$ cat config.mk
export PLATFORM = sky130hd
export DESIGN_NAME = tt_um_seq_div
export DESIGN_NICKNAME = d
export VERILOG_FILES = /design/src/rtl/tt_um_seq_div.sv
export SDC_FILE = /design/constraint.sdc
export NUM_CORES = 1
export LEC_CHECK = 0
export BUFFER_PORTS_ARGS = -buffer_cell sky130_fd_sc_hd__buf_2
export CORE_AREA = 2 2 83 85
export CTS_CLUSTER_DIAMETER = 150
export DETAILED_ROUTE_END_ITERATION = 12
export DIE_AREA = 0 0 85 87
export GPL_TIMING_DRIVEN = 1
export PLACE_DENSITY = 0.48
export SLEW_MARGIN = 40
export SYNTH_ARGS = -nofsm -noshare
export SYNTH_HDL_FRONTEND = slang
export SYNTH_SLANG_ARGS = --single-unit
$ cat constraint.sdc
create_clock -name clk -period 3.4 [get_ports clk]
set_input_delay 0.68 -clock clk [delete_from_list [all_inputs] [get_ports clk]]
set_output_delay 0.68 -clock clk [all_outputs]
set_load 0.005 [all_outputs]
$ cat src/rtl/tt_um_seq_div.sv
// Tiny Tapeout 4-bit sequential restoring divider with a start/busy/done handshake.
// Optional two's-complement mode is enabled by defining SEQ_DIV_SIGNED_EN.
module tt_um_seq_div #(
  parameter int WIDTH = 4
) (
  input  logic       clk,
  input  logic       rst_n,
  input  logic       ena,
  input  logic [7:0] ui_in,
  input  logic [7:0] uio_in,
  output logic [7:0] uo_out,
  output logic [7:0] uio_out,
  output logic [7:0] uio_oe
);

  localparam int            CW        = (WIDTH > 1) ? $clog2(WIDTH) : 1;
  localparam logic [CW-1:0] LAST_STEP = CW'(WIDTH - 1);

  typedef enum logic [1:0] {S_IDLE, S_BUSY, S_FIXUP, S_DONE} state_t;

  state_t           r_state;
  logic [WIDTH-1:0] r_rem;
  logic [WIDTH-1:0] r_quo;
  logic [WIDTH-1:0] r_div;
  logic [WIDTH-1:0] r_q;
  logic [WIDTH-1:0] r_r;
  logic [CW-1:0]    r_cnt;
  logic             r_busy;
  logic             r_done;
  logic             r_div0;
`ifdef SEQ_DIV_SIGNED_EN
  logic             r_neg_q;
  logic             r_neg_r;
`endif

  logic [WIDTH-1:0] w_a;
  logic [WIDTH-1:0] w_b;
  logic [WIDTH-1:0] w_a_mag;
  logic [WIDTH-1:0] w_b_mag;
  logic             w_start;
  logic             w_a_neg;
  logic             w_b_neg;
  logic [WIDTH:0]   w_shift;
  logic [WIDTH:0]   w_trial;
  logic             w_fits;
  logic [WIDTH-1:0] w_rem_nxt;
  logic [WIDTH-1:0] w_quo_nxt;
  logic             w_unused;

  assign w_a     = WIDTH'(ui_in[3:0]);
  assign w_b     = WIDTH'(ui_in[7:4]);
  assign w_start = uio_in[0];

`ifdef SEQ_DIV_SIGNED_EN
  assign w_a_neg = uio_in[1] & w_a[WIDTH-1];
  assign w_b_neg = uio_in[1] & w_b[WIDTH-1];
`else
  assign w_a_neg = 1'b0;
  assign w_b_neg = 1'b0;
`endif

  // The core always divides magnitudes; the most negative value still fits unsigned.
  assign w_a_mag = w_a_neg ? -w_a : w_a;
  assign w_b_mag = w_b_neg ? -w_b : w_b;

  // One restoring step: the borrow out of the (WIDTH+1)-bit subtract decides the quotient bit.
  assign w_shift   = {r_rem, r_quo[WIDTH-1]};
  assign w_trial   = w_shift - {1'b0, r_div};
  assign w_fits    = ~w_trial[WIDTH];
  assign w_rem_nxt = w_fits ? w_trial[WIDTH-1:0] : w_shift[WIDTH-1:0];
  assign w_quo_nxt = {r_quo[WIDTH-2:0], w_fits};

  always_ff @(posedge clk) begin
    // NOTE: every register uses non-blocking (<=) so all updates see pre-edge values.
    if (!rst_n) begin
      r_state <= S_IDLE;
      r_rem   <= '0;
      r_quo   <= '0;
      r_div   <= '0;
      r_q     <= '0;
      r_r     <= '0;
      r_cnt   <= '0;
      r_busy  <= 1'b0;
      r_done  <= 1'b0;
      r_div0  <= 1'b0;
`ifdef SEQ_DIV_SIGNED_EN
      r_neg_q <= 1'b0;
      r_neg_r <= 1'b0;
`endif
    end else if (ena) begin
      case (r_state)
        S_IDLE, S_DONE: begin
          if (w_start) begin
            if (w_b == '0) begin
              r_q     <= '1;
              r_r     <= w_a;
              r_div0  <= 1'b1;
              r_done  <= 1'b1;
              r_state <= S_DONE;
            end else begin
              r_rem   <= '0;
              r_quo   <= w_a_mag;
              r_div   <= w_b_mag;
              r_cnt   <= '0;
              r_busy  <= 1'b1;
              r_done  <= 1'b0;
              r_div0  <= 1'b0;
              r_state <= S_BUSY;
`ifdef SEQ_DIV_SIGNED_EN
              r_neg_q <= w_a_neg ^ w_b_neg;
              r_neg_r <= w_a_neg;
`endif
            end
          end
        end

        S_BUSY: begin
          r_rem <= w_rem_nxt;
          r_quo <= w_quo_nxt;
          r_cnt <= r_cnt + 1'b1;
          if (r_cnt == LAST_STEP) begin
`ifdef SEQ_DIV_SIGNED_EN
            r_state <= S_FIXUP;
`else
            r_q     <= w_quo_nxt;
            r_r     <= w_rem_nxt;
            r_busy  <= 1'b0;
            r_done  <= 1'b1;
            r_state <= S_DONE;
`endif
          end
        end

`ifdef SEQ_DIV_SIGNED_EN
        S_FIXUP: begin
          r_q     <= r_neg_q ? -r_quo : r_quo;
          r_r     <= r_neg_r ? -r_rem : r_rem;
          r_busy  <= 1'b0;
          r_done  <= 1'b1;
          r_state <= S_DONE;
        end
`endif

        default: r_state <= S_IDLE;
      endcase
    end
  end

  assign uo_out   = {4'(r_r), 4'(r_q)};
  assign uio_out  = {4'b0000, r_div0, r_done, r_busy, 1'b0};
  assign uio_oe   = 8'b0000_1110;
  assign w_unused = &{1'b0, uio_in[7:1]};

endmodule

* Yosys cells after proc, flatten, opt, wreduce, memory -nomap -nowiden
Index checks and enable logic that the tools add are counted.
** Storage, ports and cells
- Output and inout port bits :: 24
- Register bits after elaboration :: 27
- Input bits :: 19
- Logic and storage cells :: 62
** Cells by class
- Bitwise gates (word level) :: 2
- $add $sub $neg :: 2
- Eq/ne operators :: 7
- Mux-type cells :: 30
- Reductions and logical operators :: 11
** Operator list (count)
- 2-to-1 mux 4 bit :: 11
- case mux 4 bit (2 select lines) :: 4
- AND reduction 4 bit :: 3
- 2-to-1 mux 2 bit :: 5
- AND reduction 5 bit :: 2
- != test 2 bit, second input constant :: 4
- case mux 2 bit (2 select lines) :: 2
- 2-to-1 mux 1 bit :: 6
- AND reduction 3 bit :: 2
- subtractor 5 x 4 -> 5 bit :: 1
- == test 2 bit, second input constant :: 2
- logical NOT 4 bit :: 1
- case mux 1 bit (2 select lines) :: 2
- adder 2 x 1 -> 2 bit, second input constant :: 1
- == test 2 x 1 -> 1 bit, second input constant :: 1
- logical NOT 2 bit :: 1
- NOT 1 bit :: 2
- nonzero test 2 bit :: 1
- OR reduction 2 bit :: 1

* Depth between registers and ports, before layout
- Depth after elaboration :: 4
- Mapped depth :: 9
- Gate-level depth less buffers :: 9

* Worst setup path before layout
No wires, ideal clock.
- Kind :: register -> register
- Start point :: reg r_quo[3]
- End point :: reg r_r[2]
- Setup slack :: 1.196 ns
- Cell stages (with the launch flop) :: 10
- Setup time :: 0.115 ns
- Arrival time :: 2.089 ns
- Clock period less this slack :: 2.204 ns
- Data required time :: 3.285 ns
- Path buffers :: 0
- Path through :: dfxtp_1 inv_1 ha_1 fa_1 nand2b_1 a21oi_4 xor2_4 mux2i_1 a21oi_2 o21a_1
** On the way
- Longest elaborated chain between the ends :: 4
** RTL lines
- from (decl) :: RTL line 23 : logic [WIDTH-1:0] r_quo;
- from (signal assigned) :: RTL line 102 : r_quo <= w_a_mag;
- from (signal assigned) :: RTL line 119 : r_quo <= w_quo_nxt;
- subtractor 5 x 4 -> 5 bit :: RTL line 68 : assign w_trial = w_shift - {1'b0, r_div};
- 2-to-1 mux 4 bit :: RTL line 70 : assign w_rem_nxt = w_fits ? w_trial[WIDTH-1:0] : w_shift[WIDTH-1:0];
- 2-to-1 mux 4 bit :: RTL line 121 : if (r_cnt == LAST_STEP) begin
- case mux 4 bit (2 select lines) :: RTL line 91 : case (r_state)
- to (signal assigned) :: RTL line 96 : r_r <= w_a;
- to (signal assigned) :: RTL line 126 : r_r <= w_rem_nxt;
- to (decl) :: RTL line 26 : logic [WIDTH-1:0] r_r;
No other way between the ends. The select of a mux whose other input is x is not followed.
A chain may end at the register's enable or synchronous reset.

* Worst setup path in the final report
Same ends and word-level chain as after synthesis.

==> flow_summary.ini <==
[outcome]
status = complete, no violations

[cts]
post-cts-setup-buffer-count = 0
cts_resized = 0
clkSlewWorstSetupHoldPaths_ns = 0.09
clockRootBuffer = clkbuf_8
tritoncts = built
cts_buffer_depth = 2
clk_latency_ns = 0.27
cts_sinks = 27
htree_num_levels = 1
cts_hold_buf = 0
cts_buffers = 3

[timing]
fin_crit_sh_pct = 72.6
worst_pin_slew_ns = 0.614
fin_skew_ns = 0.00357
final_max_slew_viol_count = 0
finalSetupViolations = 0
rsz0062_at_grt = false
tns_ns = 0
hold_viol_final = 0
clock.fmax_mhz = 405
relSlewSlack_pct = 59.1
layout_min_cycle_time_ns = 2.47

[critical_path]
crit_chain = inv_1, ha_1, fa_1, nand2b_1, a21oi_4, xor2_4, mux2i_1, a21oi_2, o21a_1
critPathLaunchType = flip-flop
end_kind = flip-flop
max_stage_delay_ns = 0.40
critical_path_required_ns = 3.58
cp_slowest_cell = fa_1
critPathMaxFanout = 8
critical_path_class = reg2reg
cp.arrival_ns = 2.65

[cells_and_area]
fin_util_pct = 24.6
syn_to_final_growth_pct = 9.89
finish.net_count = 213
final_layout_size_suffix_gt1_share_pct = 18.9
stdcell_count = 265
fillers = 729
n_antenna_cell = 0

[power]
p_leak_nw = 0.659
vdd_drop_max_v = 0.000125
p_per_area_nw_per_um2 = 410

[place]
routabilityCongestion = 0.767
port_buffers = 22
post-dp-hpwl_mm = 2.30
dp.cells = 261

[routing]
post_drt_wl_per_cell_um = 11.3
drtAntennaViolNets = 0
wirelength_mm = 3.00
drcViolationCount = 0
firstDrtPassIters = 4
viasPerCell = 4.26
via_count = 1129
drt_first_iter_violations = 34

[logic_synthesis]
synth_top_area_share_pct = 36.8
ys_seq_elements = 27
synth-seq-area-share_pct = 36.8
synthCells = 170
synth_area_um2 = 1470
synth_area_leaders = dfxtp_1 37%, buf_4 8.2%, ha_1 6.0%
syn_area_per_cell_um2 = 8.63
yosys.cell_types.count = 40
synthDominantAreaCellType = dfxtp_1
yosys_warnings = 0

[floorplan]
start_util_pct = 22.3
die_w_um = 85
io_pins = 43
dieArea_um2 = 7400
die_y_um = 87
coreArea_um2 = 6570
rows = 30

[grt]
track_usage_pct = 8.30
overflow = 0
grt_pass1_wl_mm = 4.97
grt_busiest_layer = met2
met1_usage_pct = 11.1
grtUsageMet2_pct = 13.4
grt_pass1_vias = 1017
grt_use_met3_pct = 1.23
grt_antenna_before_repair = 0
grt_max_degree = 19

[hold_path]
hold_class = reg2reg

[flow_run]
maxCapViolations = 0
==> layer usage <==
metal | part of all wire, % | wire length, µm
met1 | 46 | 1380
met4 | 1.7 | 51
met5 | 0 | 0
met3 | 2.9 | 88
met2 | 49 | 1470
==> placed cells by master (no fill, tap or decap), types with 2 or more instances in the layout <==
master,instances
a311oi_1,2
a21oi_2,2
inv_1,8
a31oi_1,3
o211ai_1,2
o21ai_2,2
ha_1,7
mux2i_1,5
nor2_1,18
nand3_1,6
a21oi_1,7
nor2b_1,2
clkbuf_8,3
o22ai_1,4
o21a_1,2
buf_2,22
nand2b_1,2
conb_1,13
a211oi_1,3
nand2_1,17
a22oi_1,4
dfxtp_1,27
o21ai_1,8
==> report_power, final <==
| part | total (mW) | switching [mW] | internal [mW] | leakage [nW] |
|---|---|---|---|---|
| Combinational | 0.134 | 0.0830 | 0.0505 | 0.417 |
| Sequential | 0.342 | 0.0101 | 0.332 | 0.219 |
| Clock | 0.186 | 0.102 | 0.0841 | 0.0228 |
==> flip-flops by register name, indices dropped and copies added, names as in the netlist <==
register	count
r_done	1
r_state	2
r_quo	4
r_r	4
r_q	4
r_busy	1
r_cnt	2
r_rem	4
r_div	4
r_div0	1
==> per-stage QoR <==
step	power (mW)	setup slack (ns)	cell area [µm²]	hold slack (ns)
4_1_cts	0.672	0.910	1610	0.473
6_report	0.661	0.933	1610	0.472
3_3_place_gp	0.485	0.914	1570	0.445
2_1_floorplan	0.463	1.20	1510	0.436
3_5_place_dp	0.485	0.931	1570	0.458
5_1_grt	0.704	0.787	1610	0.500
==> cell usage after synthesis, drive strengths merged <==
cell / number
a31oi: 3
mux2i: 5
a22oi: 4
o211ai: 2
xor2: 2
inv: 9
dfxtp: 27
nor2: 18
fa: 1
clkinv: 1
and3: 1
clkbuf: 4
buf: 18
nand2: 17
a211o: 1
nand2b: 2
o221ai: 1
and2: 1
or3: 1
ha: 7
o21a: 2
conb: 2
nor2b: 2
nand3: 6
o21ai: 11
a211oi: 3
nor4: 1
xnor2: 1
o22ai: 4
a21oi: 10
a311oi: 2
or4: 1
==> worst paths after layout <==
check	from	endpoint	slack [ns]	cells past startpoint
worst min register to register	r_cnt[1]	r_cnt[1]	0.47	2
worst max register to register	r_quo[3]	r_r[2]	0.93	9
worst min-delay path	r_cnt[1]	r_cnt[1]	0.47	2
worst max-delay path	r_quo[3]	r_r[2]	0.93	9
==> final cells by class <==
class / instances / area [µm²] / area share (%)
tap: 80 / 100 / 6.21
inverter: 10 / 37.5 / 2.33
sequential: 27 / 541 / 33.5
timing repair buffer: 22 / 110 / 6.83
multi-input combinational: 122 / 779 / 48.3
clock buffer: 4 / 45.0 / 2.79
==> worst max-delay path, delay by kind of cell, from the launching register on <==
kind	cells	cell delay, ns
xor gates and xnor gates	1	0.30
buffers and inverters	1	0.05
DFF	1	0.36
and+or+nand+nor	1	0.20
AOI/OAI and AO/OA	3	0.48
muxes	1	0.37
adders and majority gates	2	0.61
==> logic make-up after synthesis <==
kind of cell / Yosys count / synth area share [%]
multiplexers: 5 / 3.41
buffers and inverters: 32 / 12.9
AND/OR/NAND/NOR: 50 / 15.6
flip-flops: 27 / 36.8
adder cells (fa/ha/maj): 8 / 7.33
AO/OA/AOI/OAI: 43 / 20.4
other: 2 / 0.512
XOR/XNOR: 3 / 3.07
Power figures use the tool's default switching activity.
